<file path="config.mk">
export PLATFORM = sky130hd
export DESIGN_NAME = keypad_scan_4x4
export DESIGN_NICKNAME = d
export VERILOG_FILES = /design/src/rtl/keypad_scan_4x4.sv
export SDC_FILE = /design/constraint.sdc
export NUM_CORES = 1
export LEC_CHECK = 0
export BUFFER_PORTS_ARGS = -buffer_cell sky130_fd_sc_hd__buf_2
export CAP_MARGIN = 20
export CORE_UTILIZATION = 25
export CTS_CLUSTER_SIZE = 12
export DETAILED_ROUTE_END_ITERATION = 12
export PLACE_DENSITY_LB_ADDON = 0.1
export REMOVE_ABC_BUFFERS = 1
export SYNTH_ARGS = -nofsm -noshare
export SYNTH_HDL_FRONTEND = slang
export SYNTH_SLANG_ARGS = --single-unit
export TNS_END_PERCENT = 1
</file>
<file path="constraint.sdc">
create_clock -name clk100khz -period 6.9 [get_ports clk100khz]
set_input_delay 1.725 -clock clk100khz [delete_from_list [all_inputs] [get_ports clk100khz]]
set_output_delay 1.725 -clock clk100khz [all_outputs]
set_load 0.01 [all_outputs]
</file>
<file path="src/rtl/keypad_scan_4x4.sv">
// 4x4 matrix keypad scanner: rotates an active-low row drive, samples the
// synchronised columns once per row, and debounces whole scans into key events.
module keypad_scan_4x4 #(
  parameter int ROW_CYCLES     = 100,
  parameter int DEBOUNCE_SCANS = 5
) (
  input  logic       clk100khz,
  input  logic       rst,
  input  logic [3:0] col,
  output logic [3:0] row,
  output logic [3:0] key_code,
  output logic       key_valid,
  output logic       key_held,
  output logic       multi_key
);

  localparam int DIV_W = (ROW_CYCLES > 1) ? $clog2(ROW_CYCLES) : 1;
  localparam int CNT_W = $clog2(DEBOUNCE_SCANS + 1);
  localparam logic [DIV_W-1:0] DIV_LAST = DIV_W'(ROW_CYCLES - 1);
  localparam logic [CNT_W-1:0] CNT_LAST = CNT_W'(DEBOUNCE_SCANS - 1);
  localparam logic [CNT_W-1:0] CNT_ONE  = CNT_W'(1);

  typedef enum logic [1:0] {IDLE, PRESS_CHK, HELD, REL_CHK} state_t;

  logic [3:0]       col_meta_q, col_sync_q;
  logic [DIV_W-1:0] div_q, div_d;
  logic [1:0]       row_idx_q, row_idx_d;
  logic [3:0]       row_q, row_d;
  logic             adv_q, adv_d;
  logic             scan_done_q, scan_done_d;
  logic [15:0]      snap_q, snap_d;
  state_t           state_q, state_d;
  logic [CNT_W-1:0] cnt_q, cnt_d;
  logic [3:0]       cand_q, cand_d;
  logic [3:0]       key_code_q, key_code_d;
  logic             key_valid_q, key_valid_d;
  logic             key_held_q, key_held_d;
  logic             multi_q, multi_d;

  logic [1:0]       n_set;
  logic [3:0]       hit_idx;
  logic             is_none, is_single, is_multi;

  // Row advances one cycle after its sample, so the sample always sees a settled row.
  always_comb begin
    div_d       = (div_q == DIV_LAST) ? '0 : div_q + 1'b1;
    adv_d       = (div_q == DIV_LAST);
    scan_done_d = adv_d && (row_idx_q == 2'd3);
    snap_d      = snap_q;
    if (adv_d) begin
      for (int unsigned c = 0; c < 4; c++) begin
        snap_d[{row_idx_q, 2'(c)}] = ~col_sync_q[c];
      end
    end
    row_idx_d = adv_q ? row_idx_q + 2'd1 : row_idx_q;
    row_d     = adv_q ? {row_q[2:0], row_q[3]} : row_q;
  end

  // Saturating popcount (0, 1, 2+) plus index of a set bit.
  always_comb begin
    n_set   = 2'd0;
    hit_idx = 4'd0;
    for (int unsigned i = 0; i < 16; i++) begin
      if (snap_q[i]) begin
        hit_idx = 4'(i);
        if (n_set != 2'd2) n_set = n_set + 2'd1;
      end
    end
    is_none   = (n_set == 2'd0);
    is_single = (n_set == 2'd1);
    is_multi  = (n_set == 2'd2);
  end

  always_comb begin
    state_d     = state_q;
    cnt_d       = cnt_q;
    cand_d      = cand_q;
    key_code_d  = key_code_q;
    key_valid_d = 1'b0;
    key_held_d  = key_held_q;
    multi_d     = multi_q;
    if (scan_done_q) begin
      multi_d = is_multi;
      unique case (state_q)
        IDLE: begin
          if (is_single) begin
            if (DEBOUNCE_SCANS == 1) begin
              key_code_d  = hit_idx;
              key_valid_d = 1'b1;
              key_held_d  = 1'b1;
              state_d     = HELD;
            end else begin
              cand_d  = hit_idx;
              cnt_d   = CNT_ONE;
              state_d = PRESS_CHK;
            end
          end
        end
        PRESS_CHK: begin
          if (is_single && hit_idx == cand_q) begin
            if (cnt_q == CNT_LAST) begin
              key_code_d  = cand_q;
              key_valid_d = 1'b1;
              key_held_d  = 1'b1;
              cnt_d       = '0;
              state_d     = HELD;
            end else begin
              cnt_d = cnt_q + 1'b1;
            end
          end else if (is_single) begin
            cand_d = hit_idx;
            cnt_d  = CNT_ONE;
          end else begin
            cnt_d   = '0;
            state_d = IDLE;
          end
        end
        HELD: begin
          if (is_none) begin
            if (DEBOUNCE_SCANS == 1) begin
              key_held_d = 1'b0;
              state_d    = IDLE;
            end else begin
              cnt_d   = CNT_ONE;
              state_d = REL_CHK;
            end
          end
        end
        REL_CHK: begin
          if (is_none) begin
            if (cnt_q == CNT_LAST) begin
              key_held_d = 1'b0;
              cnt_d      = '0;
              state_d    = IDLE;
            end else begin
              cnt_d = cnt_q + 1'b1;
            end
          end else begin
            cnt_d   = '0;
            state_d = HELD;
          end
        end
        default: state_d = IDLE;
      endcase
    end
  end

  always_ff @(posedge clk100khz or negedge rst) begin
    if (!rst) begin
      col_meta_q  <= '1;
      col_sync_q  <= '1;
      div_q       <= '0;
      row_idx_q   <= '0;
      row_q       <= 4'b1110;
      adv_q       <= 1'b0;
      scan_done_q <= 1'b0;
      snap_q      <= '0;
      state_q     <= IDLE;
      cnt_q       <= '0;
      cand_q      <= '0;
      key_code_q  <= '0;
      key_valid_q <= 1'b0;
      key_held_q  <= 1'b0;
      multi_q     <= 1'b0;
    end else begin
      col_meta_q  <= col;
      col_sync_q  <= col_meta_q;
      div_q       <= div_d;
      row_idx_q   <= row_idx_d;
      row_q       <= row_d;
      adv_q       <= adv_d;
      scan_done_q <= scan_done_d;
      snap_q      <= snap_d;
      state_q     <= state_d;
      cnt_q       <= cnt_d;
      cand_q      <= cand_d;
      key_code_q  <= key_code_d;
      key_valid_q <= key_valid_d;
      key_held_q  <= key_held_d;
      multi_q     <= multi_d;
    end
  end

  assign row       = row_q;
  assign key_code  = key_code_q;
  assign key_valid = key_valid_q;
  assign key_held  = key_held_q;
  assign multi_key = multi_q;

endmodule
</file>
==> impl_table.tex, run 1 <==
\begin{tabular}{lr}
\hline
Metric & Value \\
\hline
\multicolumn{2}{l}{\textbf{Synthesis}} \\
\quad Yosys warning total & 0 \\
\quad Top cells by instance count after synthesis & nand2\_1 (46), nor2\_1 (45), dfrtp\_1 (44) \\
\quad Sequential fraction of the synthesis area & about a third \\
\quad Cell types with the largest area share after synthesis & dfrtp\_1 (26\%), dfstp\_2 (6.7\%), nand2\_1 (4.0\%), o21ai\_0 (4.0\%), nor2\_1 (3.9\%) \\
\quad Library cell occupying the most area in the post-synthesis netlist & dfrtp\_1 \\
\quad Leading register cell type out of synthesis & dfrtp\_1 \\
\quad Netlist Area Pre-Place & 4290 um\^{}2 \\
\quad Mapped Cells & 487 \\
\quad Register bit total from synthesis & 55 \\
\quad Synthesized area per cell & 8.81 um\^{}2 \\
\quad Top cell type's share of synthesized area & 25.6\% \\
\quad Share of synthesized flip-flops with an asynchronous set or reset & 100\% \\
\quad Leading cell type by number of instances after synthesis & nand2\_1 \\
\quad Post-synth EDFFs & 0 \\
\quad Distinct cell type count of the synthesized netlist & 89 \\
\multicolumn{2}{l}{\textbf{Routing}} \\
\quad DRC viols & 0 \\
\quad Mean number of vias per cell & 5.11 \\
\quad Vias post-DR & 3685 \\
\quad WL met2 & 4940 um \\
\quad Remaining antenna violation count after routing & 0 \\
\quad Highest metal layer with signal wires & met4 \\
\quad Average detailed-routed wire length per instance & 14.6 um \\
\quad Drt total wl & 10500 um \\
\quad Number of iterations in the first detailed-routing pass & 6 \\
\quad Number of violations reported at the end of detailed-routing iteration 0 & 263 \\
\quad Detailed-route wire length on metal 1 & 5190 um \\
\quad Routed length on met3 & 262 um \\
\multicolumn{2}{l}{\textbf{Floorplanning}} \\
\quad Floorplan die height & 133 um \\
\quad Row cnt & 47 \\
\quad Die Outline Area & 17700 um\^{}2 \\
\quad Effective utilization at floorplan & 25.7\% \\
\quad Total core area & 16700 um\^{}2 \\
\quad X dimension of the die & $\sim$130 um \\
\quad Boundary Pins & 17 \\
\multicolumn{2}{l}{\textbf{Global routing}} \\
\quad Pin count of the biggest net entering global routing & 56 \\
\quad Number of global-route vias before repair & 3472 \\
\quad Initial antenna violation count & 0 \\
\quad First-pass GRT wire length & 17500 um \\
\quad Global route overflow & 0 \\
\quad Global routing usage summed across all routing layers & 11.9\% \\
\multicolumn{2}{l}{\textbf{Clocking}} \\
\quad Sinks on Clock Net & 55 \\
\quad CTS tree & yes \\
\quad Clock tree root buffer cell & clkbuf\_16 \\
\quad Clock input transition at the sequential cells of the worst setup and hold paths & 0.07 ns \\
\quad Max H-tree Level & 2 \\
\quad Max Buffers Root-to-Sink & 2 \\
\quad Hold-fix buffers at CTS & 0 \\
\quad Total CTS buffers & 5 \\
\quad Worst-skew pair later-pin latency & $\sim$0.3 ns \\
\multicolumn{2}{l}{\textbf{Layout}} \\
\quad Area growth, synth to finish & 16.1\% \\
\quad Number of non-filler instances in the completed layout & a little over 700 \\
\quad Share of final-layout standard cells stronger than drive strength 1 & 23.4\% \\
\quad Antenna fix cells & 0 \\
\quad Final \#Nets & 518 \\
\multicolumn{2}{l}{\textbf{STA}} \\
\quad Final hold vios & 0 \\
\quad Post-route minimum period & 6.53 ns \\
\quad Worst Setup Slack, final & 0.372 ns \\
\quad Worst Skew & between 0.007 and 0.008 ns \\
\quad FMAX & 153 MHz \\
\quad Final sum of negative setup slack & 0 ns \\
\quad Final number of max-transition violations & 0 \\
\quad Final setup violation count & 0 \\
\quad Tcrit/Tclk final & 94.6\% \\
\quad Relative slew margins & a little over half \\
\quad Actual transition at the worst max-transition pin & 0.716 ns \\
\multicolumn{2}{l}{\textbf{Place}} \\
\quad Number of port buffers & 16 \\
\quad Number of placed instances, taps included & 711 \\
\quad Setup Slack @ Placement & 0.387 ns \\
\quad Final HPWL DP & 7650 um \\
\quad Gp weighted congestion & 0.799 \\
\multicolumn{2}{l}{\textbf{Worst setup path}} \\
\quad Stage delay of the slowest cell on the critical path & 0.58 ns \\
\quad Crit path cell chain & inv\_1 > ha\_2 > or4b\_4 > o211ai\_2 > o32ai\_4 > a2111oi\_4 > a21oi\_2 > xnor2\_4 > xor2\_2 > o311ai\_4 > and2\_1 > a2bb2oi\_1 > o21ba\_2 > or4\_1 > buf\_4 > a211oi\_2 > o221ai\_1 > a21o\_1 > ha\_1 > nand2b\_1 > o31ai\_2 > and3\_2 > mux2\_1 \\
\quad Startpoint type of the worst setup path & flip-flop \\
\quad Setup Crit Path Kind & reg -> reg \\
\quad Data required time of the critical path & 7.08 ns \\
\quad Worst reg-to-reg path cell count & 23 \\
\quad Data arrival time at the worst-slack endpoint & 6.70 ns \\
\quad Peak fanout along the critical path & 7 \\
\quad Critical-path top delay cell & or4b\_4 \\
\quad Crit path capture type & flip-flop \\
\multicolumn{2}{l}{\textbf{Min path}} \\
\quad Min-Delay Path Class & reg -> reg \\
\quad Hold Path Stages & 0 \\
\multicolumn{2}{l}{\textbf{Pwr}} \\
\quad Power density relative to cell area & 121 nW/um\^{}2 \\
\quad Worst supply voltage drop on vdd & 0.000148 V \\
\quad Overall Power & between 0.0006 and 0.0007 W \\
\quad Static power due to leakage & 1.97 nW \\
\multicolumn{2}{l}{\textbf{Job}} \\
\quad Max\_cap viols & 0 \\
\multicolumn{2}{l}{\textbf{Outcome}} \\
\quad Status & complete, no violations \\
\hline
\end{tabular}
-- sequential cells by signal, summed over array words and instances, names as in the netlist --
signal and flops:
state_q 2, row 4, multi_key 1, cand_q 4
adv_q 1, key_valid 1, row_idx_q 2, col_meta_q 4
col_sync_q 4, cnt_q 3, scan_done_q 1, key_code 4
snap_q 16, div_q 7, key_held 1
-- per-stage QoR --
stage	instance area [um^2]	hold slack, ns	utilization, %
finish	4980	0.358	29.8
global route	4980	0.363	29.8
CTS	4780	0.359	28.6
detailed placement	4620	0.347	27.7
global placement	4620	0.345	27.7
floorplan	4190	0.345	-
-- cell type report --
type / instances / area, um^2
Clock buffer: 6 / 139
Inverter: 28 / 105
Tap cell: 220 / 275
Clock inverter: 2 / 17.5
Multi-Input combinational cell: 381 / 2880
Timing Repair Buffer: 29 / 178
Sequential cell: 55 / 1390
Fill cell: 1796 / 11700
-- layout by cell type, fill, tap and decap left out, drive strengths merged, types with 3 or more instances in the layout --
master    n
o221ai    3
and3      4
a21boi    3
nand2    46
nand4     8
a211oi   11
a21o      6
nor4     10
or2       3
dfstp    11
a31oi     6
a2111oi   6
o21a      6
clkbuf    6
and2      4
o31ai     8
dfrtp    44
or3       6
o211ai    7
a22oi     3
a211o     4
o311ai    4
nor2     46
nor2b     6
o21ai    39
inv      30
o21ba     3
nor3b     4
nand3    14
nor3     15
mux2i     6
mux2     11
xor2      5
buf      29
xnor2    11
a21oi    22
ha       12
nor4b     5
-- routing by layer --
| layer | up-vias | track usage, % |
|---|---|---|
| li1 | 1846 | - |
| met1 | 1773 | 16.4 |
| met2 | 56 | 19.6 |
| met3 | 10 | 1.38 |
| met4 | 0 | 3.51 |
| met5 | - | 0 |
-- critical path: cells and delay by family (launching register included) --
kind,cells,cell delay (ns)
flops,1,0.41
mux,1,0.33
xor+xnor,2,0.49
fa+ha+maj,2,0.60
compound gates,11,2.40
buf+inv,2,0.31
simple gates,5,1.86
-- path summary, 6_finish.rpt --
| kind | start | to | slack, ns |
|---|---|---|---|
| max in group asynchronous | rst | snap_q[12] | 4.86 |
| min in group asynchronous | rst | state_q[1] | 1.56 |
| worst min register to register | col_meta_q[1] | col_sync_q[1] | 0.36 |
| worst max-delay path | snap_q[1] | cand_q[2] | 0.37 |
| worst max register to register | snap_q[1] | cand_q[2] | 0.37 |
| worst min-delay path | col_meta_q[1] | col_sync_q[1] | 0.36 |
-- repair_timing --
action	CTS	global route
setup buffers	0	2
setup endpoints to repair	0	16
gates resized for setup	0	33
-- report_power, final --
| part | leakage, nW | total [W] | switching, W | internal [W] |
|---|---|---|---|---|
| Sequential | 0.716 | 0.000328 | 0.00000172 | 0.000327 |
| Combinational | 1.18 | 0.00000793 | 0.00000658 | 0.00000135 |
| Clock | 0.0779 | 0.000268 | 0.000121 | 0.000147 |
-- cells by family (layout without fill, tap and decap cells) --
kind of cell / after synthesis / count (layout) / share of synthesized area (%)
buffers and inverters: 51 / 65 / 4.95
muxes: 17 / 17 / 4.28
adders and majority gates: 12 / 12 / 3.50
DFF: 55 / 55 / 32.4
and+or+nand+nor: 180 / 180 / 21.6
AOI/OAI and AO/OA: 156 / 156 / 29.4
xor gates and xnor gates: 16 / 16 / 3.88
(Power assumes the default switching activity.)
==> inputs of run 2 (changes only) <==
--- a/config.mk
+++ b/config.mk
@@ -7,6 +7,7 @@
 export LEC_CHECK = 0
 export BUFFER_PORTS_ARGS = -buffer_cell sky130_fd_sc_hd__buf_2
 export CAP_MARGIN = 20
+export CORE_MARGIN = 1.5
 export CORE_UTILIZATION = 25
 export CTS_CLUSTER_SIZE = 12
 export DETAILED_ROUTE_END_ITERATION = 12
==> run 2 against run 1 <==
Against the previous run:
- global-route usage fell by 0.17 points
- non-clock buffer count rose by 6
- clock-buffer cell count stayed put
- routed wire length rose by 0.29%
- via count grew 0.30%
- design area grew 1.9%
- die area grew 1.5%
- sequential share of layout area decreased by 0.52 points
- final cell count grew 0.83%
- critical path type unchanged
==> impl_table.tex, run 2 (synthesized netlist as in run 1, its figures left out) <==
\begin{tabular}{lr}
\hline
Metric & Value \\
\hline
\multicolumn{2}{l}{\textbf{Outcome}} \\
\quad Status & complete, no violations \\
\multicolumn{2}{l}{\textbf{Layout}} \\
\quad Area taken by multi-input logic gates & 2910 um\^{}2 (+1.2\%) \\
\quad Share of final-layout standard cells stronger than drive strength 1 & 24.7\% (+1.3 points) \\
\quad Area growth, synth to finish & 18.2\% \\
\quad Register area & 1390 um\^{}2 (unchanged) \\
\quad Antenna fix cells & 0 (unchanged) \\
\quad Register with the most flip-flops & snap\_q \\
\quad Max FFs per register & 16 (unchanged) \\
\quad Number of non-filler instances in the completed layout & 727 (+0.83\%) \\
\quad Leading cell types in the layout, fill and taps excluded & nand2\_1 (45), dfrtp\_1 (44), nor2\_1 (43), o21ai\_0 (32), inv\_1 (28) \\
\quad Final \#Nets & 524 (+1.2\%) \\
\quad Most common cell after layout, fill and taps aside & nand2\_1 \\
\quad FILL cells & 1826 (+1.7\%) \\
\quad Largest registers ranked by flip-flop count & snap\_q: 16 flops, div\_q: 7 flops \\
\quad Post-layout utilization of the core & 30.4\% (+0.56 points) \\
\multicolumn{2}{l}{\textbf{STA}} \\
\quad Tcrit/Tclk final & 95.0\% (+0.39 points) \\
\quad Final number of max-transition violations & 0 (unchanged) \\
\quad Final setup violation count & 0 (unchanged) \\
\quad Final hold vios & 0 (unchanged) \\
\quad Smallest hold slack & 0.356 ns (-0.00177 ns) \\
\quad Worst Setup Slack, final & 0.345 ns (-0.0267 ns) \\
\quad Post-route minimum period & 6.56 ns (+0.0267 ns) \\
\quad Relative slew margins & 53.7\% (+1.4 points) \\
\quad Worst Skew & 0.00661 ns (-0.000948 ns) \\
\quad Actual transition at the worst max-transition pin & 0.694 ns (-0.0217 ns) \\
\quad FMAX & 153 MHz (-0.41\%) \\
\multicolumn{2}{l}{\textbf{Clocking}} \\
\quad Worst-skew pair later-pin latency & 0.29 ns (about the same) \\
\quad CTS tree & yes \\
\quad Clock tree root buffer cell & clkbuf\_16 \\
\quad Total CTS buffers & 5 (unchanged) \\
\quad Max H-tree Level & 2 (unchanged) \\
\quad Clock input transition at the sequential cells of the worst setup and hold paths & 0.08 ns (about the same) \\
\quad Max Buffers Root-to-Sink & 2 (unchanged) \\
\quad Sinks on Clock Net & 55 (unchanged) \\
\multicolumn{2}{l}{\textbf{Pwr}} \\
\quad Net switching fraction of the power & 20.2\% (-1.1 points) \\
\quad Worst supply voltage drop on vdd & 0.000165 V (+11\%) \\
\quad Sequential share of power & 52.2\% (-2.1 points) \\
\quad Overall Power & 0.000629 W (+4.1\%) \\
\quad Power density relative to cell area & 124 nW/um\^{}2 (+2.2\%) \\
\quad Static power due to leakage & 2.02 nW (+2.8\%) \\
\quad Power Internal & 0.000502 W (+5.6\%) \\
\quad Power share of the clock group & 46.6\% (+2.2 points) \\
\quad Proportion of power drawn by combinational gates & 1.2\% (about the same) \\
\quad Net switching component of the power & 0.000127 W (-1.4\%) \\
\multicolumn{2}{l}{\textbf{Worst setup path}} \\
\quad Peak fanout along the critical path & 7 (unchanged) \\
\quad Worst reg-to-reg path cell count & 28 (+22\%) \\
\quad Startpoint type of the worst setup path & flip-flop \\
\quad Setup crit start & snap\_q[0] \\
\quad R2R Setup Slk & 0.34 ns (-0.03 ns) \\
\quad Critical-path top delay cell & or4b\_4 \\
\quad Data required time of the critical path & 7.06 ns (-0.02 ns) \\
\quad Capturing point of the worst reg2reg path & state\_q[0] \\
\quad Worst r2r src & snap\_q[0] \\
\quad Crit path capture type & flip-flop \\
\quad Stage delay of the slowest cell on the critical path & 0.60 ns (+0.02 ns) \\
\quad Data arrival time at the worst-slack endpoint & 6.72 ns (+0.02 ns) \\
\quad Setup Crit Path Kind & reg -> reg \\
\multicolumn{2}{l}{\textbf{Min path}} \\
\quad Min-Delay Path Class & reg -> reg \\
\quad Hold Path Stages & 0 (unchanged) \\
\quad Worst min-delay path startpoint & col\_meta\_q[1] \\
\quad WHS Endpoint & col\_sync\_q[1] \\
\multicolumn{2}{l}{\textbf{Place}} \\
\quad Gp weighted congestion & 0.788 (-1.4\%) \\
\quad Number of placed instances, taps included & 711 (unchanged) \\
\quad Number of port buffers & 16 (unchanged) \\
\quad Setup Slack @ Placement & 0.410 ns (+0.0231 ns) \\
\quad Final HPWL DP & 7690 um (+0.42\%) \\
\multicolumn{2}{l}{\textbf{Routing}} \\
\quad Number of iterations in the first detailed-routing pass & 5 (-1) \\
\quad Vias post-DR & 3696 (+0.30\%) \\
\quad Number of violations reported at the end of detailed-routing iteration 0 & 271 (+3.0\%) \\
\quad Average detailed-routed wire length per instance & 14.5 um (-0.53\%) \\
\quad DRC viols & 0 (unchanged) \\
\quad Remaining antenna violation count after routing & 0 (unchanged) \\
\quad Mean number of vias per cell & 5.08 (-0.53\%) \\
\quad Drt total wl & 10600 um (+0.29\%) \\
\multicolumn{2}{l}{\textbf{Job}} \\
\quad Max\_cap viols & 0 (unchanged) \\
\multicolumn{2}{l}{\textbf{Floorplanning}} \\
\quad Row cnt & 47 (unchanged) \\
\quad Effective utilization at floorplan & 25.7\% (unchanged) \\
\quad X dimension of the die & 134 um (+0.75\%) \\
\quad Total core area & 16700 um\^{}2 (unchanged) \\
\quad Floorplan die height & 134 um (+0.75\%) \\
\quad Die Outline Area & 18000 um\^{}2 (+1.5\%) \\
\quad Boundary Pins & 17 (unchanged) \\
\multicolumn{2}{l}{\textbf{Global routing}} \\
\quad Global routing usage summed across all routing layers & 11.8\% (-0.17 points) \\
\quad First-pass GRT wire length & 17600 um (+0.99\%) \\
\quad Global route overflow & 0 (unchanged) \\
\quad Pin count of the biggest net entering global routing & 56 (unchanged) \\
\quad Number of global-route vias before repair & 3507 (+1.0\%) \\
\quad Initial antenna violation count & 0 (unchanged) \\
\hline
\end{tabular}
## run 2: worst max-delay path by stage
stage,cells after the start,endpoint
6_report,28,state_q[0]
5_1_grt,28,cand_q[2]
4_1_cts,26,cand_q[2]
3_5_place_dp,26,cand_q[2]
3_3_place_gp,26,cand_q[1]
2_1_floorplan,26,state_q[0]
## run 2: what timing repair did
item,CTS,global route
setup buffers,0,8
hold buffers,0,0
resized for setup,0,38
setup endpoints to repair,0,16
## run 2: cell type report
class                   count  area share [%]
multi-input cells         381            57.4
flip-flops and latches     55            27.4
well taps                 220            5.42
repair buffers             35            4.39
clock buffers               6            2.54
inverters                  28            2.07
clock inverters             2           0.813
## run 2: layer usage
metal  wire length [um]  up-vias  track usage (%)  part of all wire (%)
met3                242        5             1.21                   2.3
li1                   -     1845                -                     -
met1               5240     1793             16.4                    50
met2               4970       53             19.4                    47
met5                  0        -                0                     0
met4                109        0             3.11                   1.0
## run 2: power groups by stage
stage / clock, W / sequential (W) / combinational, W
after floorplan: 0 / 0.000334 / 0.00000000285
after global placement: 0 / 0.000335 / 0.00000862
after detailed placement: 0 / 0.000335 / 0.00000862
after CTS: 0.000308 / 0.000328 / 0.00000855
after global routing: 0.000319 / 0.000329 / 0.00000945
final: 0.000293 / 0.000328 / 0.00000781
## run 2: worst max-delay path, delay by kind of cell (launching register included)
| kind | cells | cell delay [ns] |
|---|---|---|
| fa+ha+maj | 2 | 0.58 |
| flops | 1 | 0.39 |
| compound gates | 11 | 1.94 |
| buf+inv | 3 | 0.39 |
| simple gates | 10 | 2.78 |
| xor+xnor | 2 | 0.32 |
## run 2: per-stage QoR
step | setup TNS (ns) | cell area, um^2
floorplan | 0 | 4190
global placement | 0 | 4620
detailed placement | 0 | 4620
CTS | 0 | 4790
global route | -0.428 | 5080
finish | 0 | 5080
